==> src/rtl/mmu_ldst_sequencer_pkg.sv <==
// rtl/mmu_ldst_sequencer_pkg.sv - shared state encoding, width defaults and decoder write codes
package mmu_ldst_sequencer_pkg;

  localparam int DEF_DATA_W = 32;
  localparam int DEF_REG_AW = 4;
  localparam int DEF_MEM_AW = 4;

  // Write codes shared with the upstream decoder; 2'b11 marks an operation with neither flag set.
  localparam logic [1:0] WR_STORE   = 2'b00;
  localparam logic [1:0] WR_LOAD    = 2'b01;
  localparam logic [1:0] WR_INVALID = 2'b11;

  typedef enum logic [2:0] {
    IDLE = 3'd0,
    REQ  = 3'd1,
    WB   = 3'd2,
    DONE = 3'd3,
    ERR  = 3'd4
  } state_e;

  // Load wins when both flags are set.
  function automatic logic [1:0] op_code(input logic ld, input logic st);
    if (ld) begin
      return WR_LOAD;
    end else if (st) begin
      return WR_STORE;
    end else begin
      return WR_INVALID;
    end
  endfunction

endpackage

==> src/rtl/mmu_ldst_sequencer_if.sv <==
// rtl/mmu_ldst_sequencer_if.sv - decoder, memory and register-file signals of the load/store sequencer
interface mmu_ldst_sequencer_if
  import mmu_ldst_sequencer_pkg::*;
#(
  parameter int DATA_W = DEF_DATA_W,
  parameter int REG_AW = DEF_REG_AW,
  parameter int MEM_AW = DEF_MEM_AW
) ();

  logic              dec_valid;
  logic              dec_ready;
  logic              dec_st;
  logic              dec_ld;
  logic [REG_AW-1:0] dec_reg_addr;
  logic [MEM_AW-1:0] dec_mem_addr;

  logic              mem_req;
  logic              mem_we;
  logic [MEM_AW-1:0] mem_addr;
  logic [DATA_W-1:0] mem_wdata;
  logic              mem_ack;
  logic [DATA_W-1:0] mem_rdata;

  logic [REG_AW-1:0] rf_raddr;
  logic [DATA_W-1:0] rf_rdata;
  logic              rf_we;
  logic [REG_AW-1:0] rf_waddr;
  logic [DATA_W-1:0] rf_wdata;

  logic              done;
  logic              err;

  modport master (
    input  dec_valid, dec_st, dec_ld, dec_reg_addr, dec_mem_addr,
    input  mem_ack, mem_rdata, rf_rdata,
    output dec_ready, mem_req, mem_we, mem_addr, mem_wdata,
    output rf_raddr, rf_we, rf_waddr, rf_wdata, done, err
  );

  modport slave (
    output dec_valid, dec_st, dec_ld, dec_reg_addr, dec_mem_addr,
    output mem_ack, mem_rdata, rf_rdata,
    input  dec_ready, mem_req, mem_we, mem_addr, mem_wdata,
    input  rf_raddr, rf_we, rf_waddr, rf_wdata, done, err
  );

endinterface

==> src/rtl/mmu_ldst_sequencer.sv <==
// rtl/mmu_ldst_sequencer.sv - load/store sequencer after the MMU decoder; MMU_TIMEOUT_EN adds a REQ abort timer
module mmu_ldst_sequencer
  import mmu_ldst_sequencer_pkg::*;
#(
  parameter int DATA_W = DEF_DATA_W,
  parameter int REG_AW = DEF_REG_AW,
  parameter int MEM_AW = DEF_MEM_AW
`ifdef MMU_TIMEOUT_EN
  , parameter int TIMEOUT_CYC = 255
`endif
) (
  input  logic                 clk,
  input  logic                 rst,
  mmu_ldst_sequencer_if.master bus
);

  state_e            state_q, state_d;
  logic              st_q, st_d;
  logic              ld_q, ld_d;
  logic [REG_AW-1:0] reg_q, reg_d;
  logic [MEM_AW-1:0] addr_q, addr_d;
  logic [DATA_W-1:0] data_q, data_d;

  logic accept;
  logic timeout;

  assign accept = (state_q == IDLE) && bus.dec_valid;

`ifdef MMU_TIMEOUT_EN
  localparam int TW = $clog2(TIMEOUT_CYC + 1);

  logic [TW-1:0] cnt_q, cnt_d;

  // Wait counter: zero outside REQ, counts REQ cycles that saw no ack.
  always_comb begin
    cnt_d = '0;
    if ((state_q == REQ) && !bus.mem_ack) begin
      cnt_d = cnt_q + TW'(1);
    end
  end

  // Wait counter register.
  always_ff @(posedge clk) begin
    if (rst) begin
      cnt_q <= '0;
    end else begin
      cnt_q <= cnt_d;
    end
  end

  // Abort in the REQ cycle that would be the TIMEOUT_CYC-th without ack; an ack in that cycle wins.
  assign timeout = (state_q == REQ) && !bus.mem_ack && (cnt_q == TW'(TIMEOUT_CYC - 1));
`else
  assign timeout = 1'b0;
`endif

  // State register.
  always_ff @(posedge clk) begin
    if (rst) begin
      state_q <= IDLE;
    end else begin
      state_q <= state_d;
    end
  end

  // Next-state logic: invalid ops skip memory, loads take a writeback cycle.
  always_comb begin
    state_d = state_q;
    case (state_q)
      IDLE: begin
        if (accept) begin
          if (op_code(bus.dec_ld, bus.dec_st) == WR_INVALID) begin
            state_d = ERR;
          end else begin
            state_d = REQ;
          end
        end
      end
      REQ: begin
        if (bus.mem_ack) begin
          state_d = ld_q ? WB : DONE;
        end else if (timeout) begin
          state_d = ERR;
        end
      end
      WB:      state_d = DONE;
      DONE:    state_d = IDLE;
      ERR:     state_d = IDLE;
      default: state_d = IDLE;
    endcase
  end

  // Operation fields are captured on acceptance; load data is captured on the acking REQ cycle.
  always_comb begin
    st_d   = st_q;
    ld_d   = ld_q;
    reg_d  = reg_q;
    addr_d = addr_q;
    data_d = data_q;
    if (accept) begin
      st_d   = bus.dec_st;
      ld_d   = bus.dec_ld;
      reg_d  = bus.dec_reg_addr;
      addr_d = bus.dec_mem_addr;
    end
    if ((state_q == REQ) && bus.mem_ack && ld_q) begin
      data_d = bus.mem_rdata;
    end
  end

  // Latched operation fields.
  always_ff @(posedge clk) begin
    if (rst) begin
      st_q   <= 1'b0;
      ld_q   <= 1'b0;
      reg_q  <= '0;
      addr_q <= '0;
      data_q <= '0;
    end else begin
      st_q   <= st_d;
      ld_q   <= ld_d;
      reg_q  <= reg_d;
      addr_q <= addr_d;
      data_q <= data_d;
    end
  end

  // Outputs decoded from the current state; request fields come from latched values so they hold until ack.
  always_comb begin
    bus.dec_ready = 1'b0;
    bus.mem_req   = 1'b0;
    bus.mem_we    = 1'b0;
    bus.mem_addr  = '0;
    bus.mem_wdata = '0;
    bus.rf_raddr  = reg_q;
    bus.rf_we     = 1'b0;
    bus.rf_waddr  = '0;
    bus.rf_wdata  = '0;
    bus.done      = 1'b0;
    bus.err       = 1'b0;
    case (state_q)
      IDLE: bus.dec_ready = 1'b1;
      REQ: begin
        bus.mem_req   = 1'b1;
        bus.mem_we    = st_q && !ld_q;
        bus.mem_addr  = addr_q;
        bus.mem_wdata = bus.rf_rdata;
      end
      WB: begin
        bus.rf_we    = 1'b1;
        bus.rf_waddr = reg_q;
        bus.rf_wdata = data_q;
      end
      DONE:    bus.done = 1'b1;
      ERR:     bus.err  = 1'b1;
      default: ;
    endcase
  end

endmodule

==> src/flat_wrapper.sv <==
// flat-port wrapper written by rule: the top's interface ports become plain ports
module mmu_ldst_sequencer_flat import mmu_ldst_sequencer_pkg::*;
#(
  parameter int DATA_W = DEF_DATA_W,
  parameter int REG_AW = DEF_REG_AW,
  parameter int MEM_AW = DEF_MEM_AW

)
  (clk, rst, bus_dec_valid, bus_dec_st, bus_dec_ld, bus_dec_reg_addr, bus_dec_mem_addr, bus_mem_ack, bus_mem_rdata, bus_rf_rdata, bus_dec_ready, bus_mem_req, bus_mem_we, bus_mem_addr, bus_mem_wdata, bus_rf_raddr, bus_rf_we, bus_rf_waddr, bus_rf_wdata, bus_done, bus_err);
  mmu_ldst_sequencer_if #(.DATA_W(DATA_W), .REG_AW(REG_AW), .MEM_AW(MEM_AW)) bus_i ();
  input  logic clk;
  input  logic rst;
  input wire logic [$bits(bus_i.dec_valid)-1:0] bus_dec_valid;
  input wire logic [$bits(bus_i.dec_st)-1:0] bus_dec_st;
  input wire logic [$bits(bus_i.dec_ld)-1:0] bus_dec_ld;
  input wire logic [$bits(bus_i.dec_reg_addr)-1:0] bus_dec_reg_addr;
  input wire logic [$bits(bus_i.dec_mem_addr)-1:0] bus_dec_mem_addr;
  input wire logic [$bits(bus_i.mem_ack)-1:0] bus_mem_ack;
  input wire logic [$bits(bus_i.mem_rdata)-1:0] bus_mem_rdata;
  input wire logic [$bits(bus_i.rf_rdata)-1:0] bus_rf_rdata;
  output wire logic [$bits(bus_i.dec_ready)-1:0] bus_dec_ready;
  output wire logic [$bits(bus_i.mem_req)-1:0] bus_mem_req;
  output wire logic [$bits(bus_i.mem_we)-1:0] bus_mem_we;
  output wire logic [$bits(bus_i.mem_addr)-1:0] bus_mem_addr;
  output wire logic [$bits(bus_i.mem_wdata)-1:0] bus_mem_wdata;
  output wire logic [$bits(bus_i.rf_raddr)-1:0] bus_rf_raddr;
  output wire logic [$bits(bus_i.rf_we)-1:0] bus_rf_we;
  output wire logic [$bits(bus_i.rf_waddr)-1:0] bus_rf_waddr;
  output wire logic [$bits(bus_i.rf_wdata)-1:0] bus_rf_wdata;
  output wire logic [$bits(bus_i.done)-1:0] bus_done;
  output wire logic [$bits(bus_i.err)-1:0] bus_err;
  assign bus_i.dec_valid = bus_dec_valid;
  assign bus_i.dec_st = bus_dec_st;
  assign bus_i.dec_ld = bus_dec_ld;
  assign bus_i.dec_reg_addr = bus_dec_reg_addr;
  assign bus_i.dec_mem_addr = bus_dec_mem_addr;
  assign bus_i.mem_ack = bus_mem_ack;
  assign bus_i.mem_rdata = bus_mem_rdata;
  assign bus_i.rf_rdata = bus_rf_rdata;
  assign bus_dec_ready = bus_i.dec_ready;
  assign bus_mem_req = bus_i.mem_req;
  assign bus_mem_we = bus_i.mem_we;
  assign bus_mem_addr = bus_i.mem_addr;
  assign bus_mem_wdata = bus_i.mem_wdata;
  assign bus_rf_raddr = bus_i.rf_raddr;
  assign bus_rf_we = bus_i.rf_we;
  assign bus_rf_waddr = bus_i.rf_waddr;
  assign bus_rf_wdata = bus_i.rf_wdata;
  assign bus_done = bus_i.done;
  assign bus_err = bus_i.err;
  mmu_ldst_sequencer #(.DATA_W(DATA_W), .REG_AW(REG_AW), .MEM_AW(MEM_AW)) u_core (.clk(clk), .rst(rst), .bus(bus_i));
endmodule
==> config.mk <==
export PLATFORM = sky130hd
export DESIGN_NAME = mmu_ldst_sequencer_flat
export DESIGN_NICKNAME = d
export VERILOG_FILES = /design/src/rtl/mmu_ldst_sequencer_pkg.sv /design/src/rtl/mmu_ldst_sequencer_if.sv /design/src/rtl/mmu_ldst_sequencer.sv /design/src/flat_wrapper.sv
export SDC_FILE = /design/constraint.sdc
export NUM_CORES = 1
export LEC_CHECK = 0
export BUFFER_PORTS_ARGS = -buffer_cell sky130_fd_sc_hd__clkbuf_2
export CAP_MARGIN = 40
export CORE_UTILIZATION = 43
export DETAILED_ROUTE_END_ITERATION = 10
export GPL_TIMING_DRIVEN = 0
export PLACE_DENSITY_LB_ADDON = 0.05
export SLEW_MARGIN = 0
export SYNTH_ARGS = -nofsm -noshare
export SYNTH_HDL_FRONTEND = slang
export SYNTH_SLANG_ARGS = --single-unit
==> constraint.sdc <==
create_clock -name clk -period 1.9 [get_ports clk]
set_input_delay 0.38 -clock clk [delete_from_list [all_inputs] [get_ports clk]]
set_output_delay 0.38 -clock clk [all_outputs]
set_load 0.02 [all_outputs]
Yosys cells after proc, flatten, opt, wreduce, memory -nomap -nowiden
Cells that the tools add are included.

Bits of input ports: 78. Flip-flop bits (word level): 45.

Reductions and logical operators: 7. Multiplexer cells: 19. Equal/unequal tests: 7.

Operators with widths (count): 32-bit two-way mux (2); 3-bit two-way mux (3); 3-bit one-hot mux with 3 select lines (1); 2-bit two-way mux (4); 4-bit two-way mux (2); 1-bit two-way mux (7); 3-bit by 2-bit equality test with 1-bit output (second input constant) (2); 1-bit logical AND (4); 3-bit by 1-bit equality test with 1-bit output (second input constant) (1); 3-bit equality test (second input constant) (1); 3-bit logical NOT (1); 2-bit equality test (second input constant) (1); 2-bit by 1-bit inequality test with 1-bit output (second input constant) (1); 2-bit inequality test (second input constant) (1); 2-bit AND reduction (1); 1-bit logical NOT (1).

Depth between registers and ports, before layout
Gate-level depths: netlist of run 1.

Depth after elaboration: 8. Mapped depth: 6. Depth with buffers taken out: 3.

Worst setup path after synthesis of run 1
OpenSTA, ideal clock, no wires.

Kind: reg-to-output. Start point: register u_core.state_q[0]. End point: output bus_mem_wdata[22]. Cell stages (with the launch flop): 5. Path buffers: 2. Data required time: 1.520 ns. Setup slack: 0.234 ns. Arrival time: 1.286 ns. Path through: dfxtp_1 -> buf_6 -> nor3b_4 -> clkbuf_1 -> and2_1.

Word-level cells in the longest chain between the ends: 2.

Ends and longest elaborated chain: from (decl) (line mmu_ldst_sequencer.sv:17) `state_e state_q, state_d;`; from (signal assigned) (line mmu_ldst_sequencer.sv:62) `state_q <= state_d;`; 3-bit by 1-bit equality test with 1-bit output (line mmu_ldst_sequencer.sv:141) `case (state_q)`; 32-bit two-way mux (line mmu_ldst_sequencer.sv:141); to (decl) (line flat_wrapper.sv:25) `output wire logic [$bits(bus_i.mem_wdata)-1:0] bus_mem_wdata;`.

No other way between the ends.

Worst setup path in the final report of run 1
Start point: register u_core.state_q[0]. End point: output bus_mem_wdata[16].

The elaborated chain is that of the path after synthesis.

==> qor.csv, run 1 <==
stage;metric;value;unit
drt;via_count;2551;
drt;wl_per_cell;14.75;µm
die;dieArea;6281;µm²
synthesis;synthCells;285;
die;die_y;79.25;µm
finish;area_growth;69.72;%
worst_setup_path;required;1.52;ns
worst_setup_path;criticalPathCategory;reg -> out;
timing;hold_viol;0;
timing;slew_viol_final;0;
timing;setup_viol;13;
global_route;grt_overflow;0;
worst_setup_path;cp-start-kind;flop;
drt;post-route-drc-count;0;
finish;seqCellArea;912.1;µm²
drt;wl_met1;3280;µm
synthesis;syn-cell-area;2566;µm²
run_status;status;finished, violations left;
finish;fin_area;4355;µm²
synthesis;synth.avg_cell_area;9.004;µm²
die;initial_core_util;45.49;%
timing;worst_pin_slew;0.5677;ns
finish;n_antenna_cell;0;
clock_tree;cts.sinks;45;
clock_tree;cts_root_buffer;clkbuf_8;
synthesis;ys.flop_type;dfxtp_1;
drt;drt-pass1-iter-count;4;
power_and_ir_drop;peakVddDrop;0.3127;mV
clock_tree;numCtsBuffers;5;
place;place_area;3447;µm²
finish;multi_input_area;1597;µm²
finish;fill_cells;379;
synthesis;synth_commonest_cells;73 x and2_1, 64 x nand2b_1, 45 x dfxtp_1, 33 x mux2i_1, 21 x nand2_1;
global_route;antenna_found_initial;0;
drt;detail-route-antenna-nets;0;
die;core_area;5642;µm²
place;port_buffers;158;
timing;rsz0062_at_grt;yes;
synthesis;ys_warn_count;0;
synthesis;syn_nets;363;
timing;setup_tns;-0.1355;ns
power_and_ir_drop;p_leak;1.981;nW
drt;drtIter0Drc;120;
finish;final_nets;541;
place;place_hpwl;4781;µm
clock_tree;clk_pin_slew;0.08;ns
timing;min_period;1.920;ns
synthesis;synth_top_cells_by_area;dfxtp_1 35%, and2_1 18%, nand2b_1 16%;
drt;wl_met3;525;µm
flow_run;drv_cap;0;
synthesis;yosysTopAreaCell;dfxtp_1;
run_status;failed_checks;setup timing;
synthesis;netlist.area_leader.share;35.10;%
drt;wl_met2;3986;µm
die;pin_count;160;
clock_tree;htree_levels;2;
synthesis;yosysMostFrequentCell;and2_1;
synthesis;ys_types;23;
synthesis;yosysSeqAreaShare;35.10;%
global_route;grt_max_degree;15;
power_and_ir_drop;p_per_area;531.2;nW/µm²
clock_tree;clk_path_buf_depth;2;
hold_path;hold_class;in -> reg;
drt;totalWireLength;7907;µm
power_and_ir_drop;total_power;0.002314;W
global_route;grt_usage;22.97;%
timing;layout_setup_ws;-0.01961;ns
die;die_w;79.25;µm
global_route;grt_pass1_vias;2363;
die;fp-row-count;27;
timing;skew;0.009342;ns
place;routabilityCongestion;0.7813;
timing;fmax;520.9;MHz
finish;drive_above_1_share;53.88;%
synthesis;yosys_register_bits;45;
worst_setup_path;endpoint_kind;output pin;
clock_tree;cts_tree;done;
global_route;grt_pass1_wl;11130;µm
synthesis;synth-async-reset-ratio;0;%
worst_setup_path;cp.arrival;1.54;ns
worst_setup_path;crit_fanout;5;
clock_tree;clk_latency;0.31;ns
timing;slew_headroom;61.99;%
timing;fin_crit_sh;101.0;%
place;pre_cts_ws;-0.1555;ns
drt;vias_per_cell;4.759;
drt;top_layer_used;met4;
timing;hold_ws;0.2922;ns
synthesis;synth_edf_count;0;
-- what timing repair did --
| action | in CTS | in global routing |
|---|---|---|
| resized for setup | 130 | 108 |
| setup endpoints to repair | 74 | 74 |
| buffers inserted | 9 | 1 |
| hold buffers | 0 | 0 |
| pin swaps | 22 | 22 |
| gates cloned | 3 | 3 |
-- per-layer routing --
metal / global-route usage [%] / up-vias
met5: 0 / -
met4: 7.818 / 0
met3: 4.023 / 9
met2: 42.84 / 121
met1: 26.01 / 1166
li1: - / 1255
-- flip-flops by register name, indices dropped and copies added, names as in the netlist --
register / count
u_core.st_q: 1
u_core.data_q: 32
u_core.addr_q: 4
u_core.ld_q: 1
u_core.state_q: 3
u_core.bus.rf_raddr: 4
-- where the power goes --
| part | leakage [nW] | internal, W | switching (W) |
|---|---|---|---|
| Sequential | 0.367 | 0.000969 | 0.0000204 |
| Combinational | 1.58 | 0.000396 | 0.000324 |
| Clock | 0.0374 | 0.000260 | 0.000344 |
| Total | 1.98 | 0.00163 | 0.000689 |
-- path summary, 6_finish.rpt --
kind,from,end,slack (ns),depth (start not counted)
max,u_core.state_q[0],bus_mem_wdata[16],-0.02,6
min,bus_dec_st,u_core.state_q[2],0.29,2
max reg2reg,u_core.state_q[2],u_core.bus.rf_raddr[1],0.42,5
min reg2reg,u_core.addr_q[1],u_core.addr_q[1],0.46,2
-- through the flow --
step | instances | utilization (%)
6_report | 536 | 77.20
5_1_grt | 536 | 77.20
4_1_cts | 535 | 73.63
3_5_place_dp | 515 | 61.10
3_3_place_gp | 515 | 61.10
2_1_floorplan | 285 | -
-- cell type report --
cell class / instances / area share, %
multi-input combinational: 217 / 36.66
timing repair buffer: 174 / 33.38
sequential: 45 / 20.94
buffer: 20 / 4.941
tap: 72 / 2.068
clock buffer: 6 / 1.666
clock inverter: 2 / 0.3447
-- cells in the final DEF, fill, tap and decap left out, types with 7 or more instances in the layout --
cell and count:
clkbuf_2 100, nand2b_1 64, buf_8 49, and2_4 46, dfxtp_1 42, mux2i_1 33, and2_1 27, nand2_1 21
buf_4 14, buf_6 11, a21oi_1 11, clkbuf_1 7
-- critical path, cell delays in order (launching register included) --
cell and delay [ns]:
dfxtp_4 0.38, nor3b_4 0.18, buf_6 0.15, buf_8 0.14, clkbuf_16 0.14, and2_4 0.14
buf_8 0.10
-- cells by family after synthesis --
logic type | count (synthesis) | synth area share [%]
muxes | 33 | 12.87
buffers and inverters | 23 | 7.167
AOI/OAI and AO/OA | 13 | 2.681
and+or+nand+nor | 171 | 42.17
DFF | 45 | 35.10
Note: power is estimated with default switching activity, not from simulation.
==> run 2, diff against run 1 <==
==> constraint.sdc (replaced) <==
create_clock -name clk -period 1.9 [get_ports clk]
set_input_delay 0.38 -clock clk [delete_from_list [all_inputs] [get_ports clk]]
set_output_delay 0.38 -clock clk [all_outputs]
set_load 0.005 [all_outputs]
==> qor.csv, run 2 (synthesis results as in run 1) <==
stage;metric;value;unit;change
run_status;status;complete, no violations;;
finish;drive_above_1_share;48.69;%;-5.2 points
power_and_ir_drop;p_per_area;550.9;nW/µm²;+3.7%
drt;post-route-drc-count;0;;unchanged
drt;drt-pass1-iter-count;4;;unchanged
finish;final_nets;535;;-1.1%
die;core_area;5642;µm²;unchanged
global_route;grt_overflow;0;;unchanged
hold_path;hold_class;in -> reg;;
global_route;grt_usage;20.29;%;-2.7 points
die;fp-row-count;27;;unchanged
worst_setup_path;required;1.52;ns;about the same
finish;n_antenna_cell;0;;unchanged
drt;wl_per_cell;12.80;µm;-13%
clock_tree;clk_latency;0.30;ns;about the same
timing;layout_setup_ws;0.02363;ns;+0.04324 ns
power_and_ir_drop;peakVddDrop;0.3044;mV;-2.7%
power_and_ir_drop;p_leak;1.813;nW;-8.5%
power_and_ir_drop;p_sw_share;26.63;%;-3.1 points
die;die_w;79.25;µm;unchanged
finish;fin_area;3869;µm²;-11%
clock_tree;numCtsBuffers;5;;unchanged
clock_tree;clk_path_buf_depth;2;;unchanged
timing;slew_viol_final;0;;unchanged
die;initial_core_util;45.49;%;unchanged
power_and_ir_drop;seq_power_share;46.4;%;+3.6 points
drt;totalWireLength;6786;µm;-14%
die;pin_count;160;;unchanged
worst_setup_path;cpMaxStageDelayCell;dfxtp_4;;
finish;seqCellArea;909.6;µm²;-0.27%
place;place_hpwl;4781;µm;unchanged
clock_tree;htree_levels;2;;unchanged
global_route;grt_pass1_wl;9956;µm;-11%
worst_setup_path;slowest_delay;0.38;ns;about the same
timing;min_period;1.876;ns;-0.04324 ns
clock_tree;clk_pin_slew;0.08;ns;about the same
worst_setup_path;cp.arrival;1.50;ns;-0.04 ns
finish;final_common_cell;clkbuf_2;;
clock_tree;cts_tree;done;;
global_route;grt_max_degree;16;;+1
worst_setup_path;criticalPathCategory;reg -> out;;
drt;detail-route-antenna-nets;0;;unchanged
drt;vias_per_cell;4.668;;-1.9%
place;place_area;3447;µm²;unchanged
finish;largest-register;u_core.data_q;;
finish;multi_input_area;1544;µm²;-3.3%
drt;drtIter0Drc;79;;-34%
timing;worst_pin_slew;0.5545;ns;-0.01317 ns
timing;fin_crit_sh;98.76;%;-2.3 points
worst_setup_path;crit_chain;nor3b_4 -> buf_8 -> buf_6 -> and2_4 -> buf_6;;
finish;largest_reg_flops;32;;unchanged
global_route;grt_pass1_vias;2217;;-6.2%
finish;fill_cells;467;;+23%
place;pre_cts_ws;-0.09970;ns;+0.05582 ns
timing;fmax;532.9;MHz;+2.3%
global_route;antenna_found_initial;0;;unchanged
finish;area_growth;50.76;%;
finish;final_cell_mix;135 x clkbuf_2, 64 x nand2b_1, 48 x and2_1;;
power_and_ir_drop;combPwrFrac;26.0;%;-5.2 points
timing;setup_tns;0;ns;+0.1355 ns
drt;via_count;2474;;-3.0%
power_and_ir_drop;p_int;0.001563;W;-3.8%
power_and_ir_drop;clkPwrFrac;27.6;%;+1.5 points
worst_setup_path;crit_top_cell;buf_6;;
worst_setup_path;crit_fanout;5;;unchanged
power_and_ir_drop;net-switching-power;0.0005676;W;-18%
worst_setup_path;cp-start-kind;flop;;
clock_tree;cts.sinks;45;;unchanged
timing;hold_viol;0;;unchanged
place;port_buffers;158;;unchanged
die;dieArea;6281;µm²;unchanged
timing;slew_headroom;62.88;%;+0.88 points
flow_run;drv_cap;0;;unchanged
timing;setup_viol;0;;-13
timing;rsz0062_at_grt;yes;;
worst_setup_path;endpoint_kind;output pin;;
place;routabilityCongestion;0.7813;;unchanged
clock_tree;cts_root_buffer;clkbuf_8;;
timing;skew;0.006513;ns;-0.002829 ns
clock_tree;postCtsHoldBufs;0;;unchanged
die;die_y;79.25;µm;unchanged
run 2: cell count changes in the layout (fill, tap and decap cells not counted), moves of 7 or more:
cell      change
and2_1       +21
buf_6        +14
and2_4       -21
clkbuf_2     +35
buf_4         -7
buf_8        -42
run 2: critical path, delay by kind of cell, from the launching register on:
family        cells  cell delay [ns]
buf+inv           3             0.39
flops             1             0.38
simple gates      2             0.42
run 2: power groups by stage:
stage	sequential (W)	clock [W]	combinational, W
2_1_floorplan	0.00100	0	0.000230
3_3_place_gp	0.00100	0	0.000412
3_5_place_dp	0.00101	0	0.000416
4_1_cts	0.000984	0.000616	0.000490
5_1_grt	0.000994	0.000647	0.000598
6_report	0.000990	0.000588	0.000554
run 2: worst paths after layout:
path                     startpoint                     end  slack [ns]  cells past startpoint
setup / recovery  u_core.state_q[0]       bus_mem_wdata[31]        0.02                      5
hold / removal           bus_dec_st       u_core.state_q[2]        0.30                      2
setup reg to reg  u_core.state_q[2]  u_core.bus.rf_raddr[1]        0.42                      5
hold reg to reg    u_core.addr_q[1]        u_core.addr_q[1]        0.46                      2
run 2: per-stage QoR:
stage,hold WS [ns],instances,power [W],util [%]
after floorplan,0.4317,285,0.001233,-
after global placement,0.4394,515,0.001416,61.10
after detailed placement,0.4454,515,0.001421,61.10
after CTS,0.2880,534,0.002090,65.76
after global routing,0.2907,530,0.002239,68.57
final,0.2953,530,0.002131,68.57
run 2: area by class of cell:
class	count	area share, %
plain buffers	19	5.272
clock buffers	6	1.876
clock inverters	2	0.3881
multi-input cells	217	39.91
flip-flops and latches	45	23.51
well taps	72	2.329
repair buffers	169	26.71
run 2: routing by layer:
layer	up-vias	share of wire [%]	track usage, %
li1	1246	-	-
met1	1117	42	23.32
met2	106	50	36.98
met3	5	7.1	4.138
met4	0	0.90	6.909
met5	-	0	0
run 2: timing repair:
action | CTS | global route
gates resized for setup | 25 | 63
setup endpoints to repair | 74 | 59
endpoints found under the hold margin | 0 | 0
setup buffers | 9 | 0
pin swaps | 8 | 20
gates cloned | 3 | 0
==> run 3, diff against run 2 <==
--- a/config.mk
+++ b/config.mk
@@ -7,7 +7,9 @@
 export LEC_CHECK = 0
 export BUFFER_PORTS_ARGS = -buffer_cell sky130_fd_sc_hd__clkbuf_2
 export CAP_MARGIN = 40
-export CORE_UTILIZATION = 43
+export CELL_PAD_IN_SITES_DETAIL_PLACEMENT = 0
+export CELL_PAD_IN_SITES_GLOBAL_PLACEMENT = 1
+export CORE_UTILIZATION = 30
 export DETAILED_ROUTE_END_ITERATION = 10
 export GPL_TIMING_DRIVEN = 0
 export PLACE_DENSITY_LB_ADDON = 0.05
==> qor.csv, run 3 (synthesis results as in run 1) <==
stage;metric;value;unit;change
clock_tree;clk_latency;0.29;ns;about the same
worst_setup_path;cp.arrival;1.49;ns;about the same
timing;worst_pin_slew;0.5786;ns;+0.02407 ns
worst_setup_path;cp-start-kind;flop;;
worst_setup_path;crit_chain;nor3b_4 -> buf_6 -> buf_8 -> and2_4 -> buf_6;;
die;initial_core_util;31.08;%;-14 points
global_route;grt_pass1_vias;2252;;+1.6%
die;die_y;94.49;µm;+19%
finish;area_growth;60.21;%;
timing;layout_setup_ws;0.03260;ns;+0.008976 ns
die;pin_count;160;;unchanged
power_and_ir_drop;net-switching-power;0.0005560;W;-2.0%
power_and_ir_drop;combPwrFrac;25.2;%;-0.8 points
drt;via_count;2475;;+0.040%
die;dieArea;8928;µm²;+42%
global_route;grt_max_degree;13;;-3
die;core_area;8258;µm²;+46%
finish;final_nets;544;;+1.7%
clock_tree;cts.sinks;45;;unchanged
clock_tree;cts_tree;done;;
drt;vias_per_cell;4.335;;-7.1%
place;place_area;3488;µm²;+1.2%
timing;skew;0.003455;ns;-0.003058 ns
place;pre_cts_ws;-0.1587;ns;-0.05897 ns
worst_setup_path;worstRegToRegCells;6;;+1
clock_tree;clk_pin_slew;0.08;ns;about the same
place;routabilityCongestion;0.6990;;-11%
power_and_ir_drop;p_leak;1.908;nW;+5.3%
clock_tree;numCtsBuffers;5;;unchanged
timing;slew_headroom;61.27;%;-1.6 points
drt;totalWireLength;7245;µm;+6.8%
timing;fin_crit_sh;98.28;%;-0.47 points
power_and_ir_drop;peakVddDrop;0.3182;mV;+4.5%
timing;setup_viol;0;;unchanged
place;port_buffers;158;;unchanged
drt;detail-route-antenna-nets;0;;unchanged
worst_setup_path;required;1.52;ns;about the same
clock_tree;clk_path_buf_depth;2;;unchanged
worst_setup_path;regToRegSetupSlack;0.34;ns;-0.08 ns
place;dp.cells;548;;+6.4%
worst_setup_path;endpoint_kind;output pin;;
worst_setup_path;crit_fanout;5;;unchanged
global_route;grt_usage;15.69;%;-4.6 points
worst_setup_path;reg2reg_to;u_core.addr_q[1];;
drt;drtIter0Drc;25;;-68%
finish;instances_no_fill;571;;+7.7%
timing;rsz0062_at_grt;yes;;
clock_tree;cts_root_buffer;clkbuf_8;;
finish;largest_reg_flops;32;;unchanged
hold_path;hold_class;in -> reg;;
worst_setup_path;cp_num_buf_inv;3;;unchanged
flow_run;drv_cap;0;;unchanged
global_route;antenna_found_initial;0;;unchanged
finish;n_antenna_cell;0;;unchanged
drt;drt-pass1-iter-count;4;;unchanged
power_and_ir_drop;total_power;0.002137;W;+0.27%
hold_path;min_to;u_core.state_q[2];;
worst_setup_path;critPathTopFamily;simple AND/OR/NAND/NOR gates;;
timing;fmax;535.5;MHz;+0.48%
timing;setup_tns;0;ns;unchanged
worst_setup_path;slowest_delay;0.37;ns;about the same
drt;post-route-drc-count;0;;unchanged
finish;final_common_cell;clkbuf_2;;
clock_tree;htree_levels;2;;unchanged
worst_setup_path;cpMaxStageDelayCell;dfxtp_4;;
timing;min_period;1.867;ns;-0.008976 ns
run_status;status;complete, no violations;;
hold_path;hold_depth;2;;unchanged
power_and_ir_drop;p_sw_share;26.02;%;-0.61 points
global_route;grt_pass1_wl;10720;µm;+7.7%
die;die_w;94.49;µm;+19%
clock_tree;postCtsHoldBufs;0;;unchanged
timing;slew_viol_final;0;;unchanged
drt;wl_per_cell;12.69;µm;-0.90%
finish;final_cell_mix;118 x clkbuf_2, 64 x nand2b_1, 42 x dfxtp_1;;
die;fp-row-count;33;;+22%
global_route;grt_overflow;0;;unchanged
finish;fin_area;4111;µm²;+6.3%
worst_setup_path;criticalPathCategory;reg -> out;;
power_and_ir_drop;clkPwrFrac;28.6;%;+1.0 points
power_and_ir_drop;p_int;0.001581;W;+1.1%
worst_setup_path;timing.rr.start;u_core.state_q[0];;
place;place_hpwl;5296;µm;+11%
finish;largest-register;u_core.data_q;;
finish;drive_above_1_share;51.93;%;+3.2 points
power_and_ir_drop;seq_power_share;46.3;%;about the same
worst_setup_path;crit_top_cell;buf_6;;
hold_path;hp-start;bus_dec_ld;;
power_and_ir_drop;p_per_area;519.7;nW/µm²;-5.6%
timing;hold_viol;0;;unchanged
## run 3: cell count changes in the layout (fill, tap and decap cells not counted), moves of 3 or more
cell / change
buf_2: +5
and2_4: +11
buf_4: +3
and2_1: -11
clkbuf_2: -17
buf_6: +16
## run 3: metal layers
| layer | vias up | wire (µm) | GRT usage (%) |
|---|---|---|---|
| met5 | - | 0 | 0 |
| met4 | 0 | 38 | 3.409 |
| met3 | 2 | 623 | 4.911 |
| met2 | 104 | 3570 | 27.78 |
| met1 | 1108 | 3013 | 18.51 |
| li1 | 1261 | - | - |
## run 3: per-stage QoR
| stage | util (%) | hold WS (ns) |
|---|---|---|
| after CTS | 46.64 | 0.2926 |
| after floorplan | - | 0.4317 |
| after global routing | 49.79 | 0.2892 |
| final | 49.79 | 0.2978 |
| after global placement | 42.24 | 0.4397 |
| after detailed placement | 42.24 | 0.4429 |
## run 3: area by class of cell
cell class              instances  area, µm²
repair buffers                178       1200
flip-flops and latches         45      912.1
multi-input cells             217       1572
clock buffers                   7      86.33
fillers                       809       4146
well taps                     105      131.4
plain buffers                  19      210.2
## run 3: how the worst max path moves through the flow
| stage | start | endpoint | cells after the start |
|---|---|---|---|
| after floorplan | u_core.state_q[0] | bus_mem_wdata[10] | 5 |
| after global placement | u_core.state_q[1] | bus_rf_wdata[8] | 5 |
| after detailed placement | u_core.state_q[1] | bus_rf_wdata[13] | 5 |
| after CTS | u_core.state_q[0] | bus_rf_wdata[29] | 6 |
| after global routing | u_core.state_q[2] | bus_rf_wdata[10] | 5 |
| final | u_core.state_q[2] | bus_rf_wdata[9] | 5 |
## run 3: power by group through the flow
| stage | Clock (W) | Sequential [W] | Combinational (W) |
|---|---|---|---|
| after floorplan | 0 | 0.00100 | 0.000230 |
| after global placement | 0 | 0.00100 | 0.000423 |
| after detailed placement | 0 | 0.00101 | 0.000424 |
| after CTS | 0.000638 | 0.000985 | 0.000524 |
| after global routing | 0.000671 | 0.000992 | 0.000593 |
| final | 0.000610 | 0.000988 | 0.000538 |
## run 3: what timing repair did
| action | 4_1_cts | 5_1_grt |
|---|---|---|
| setup buffers | 14 | 1 |
| pin swaps | 15 | 13 |
| endpoints found under the setup margin | 74 | 69 |
| gates cloned | 5 | 1 |
| hold endpoints to repair | 0 | 0 |
| resized for setup | 40 | 97 |
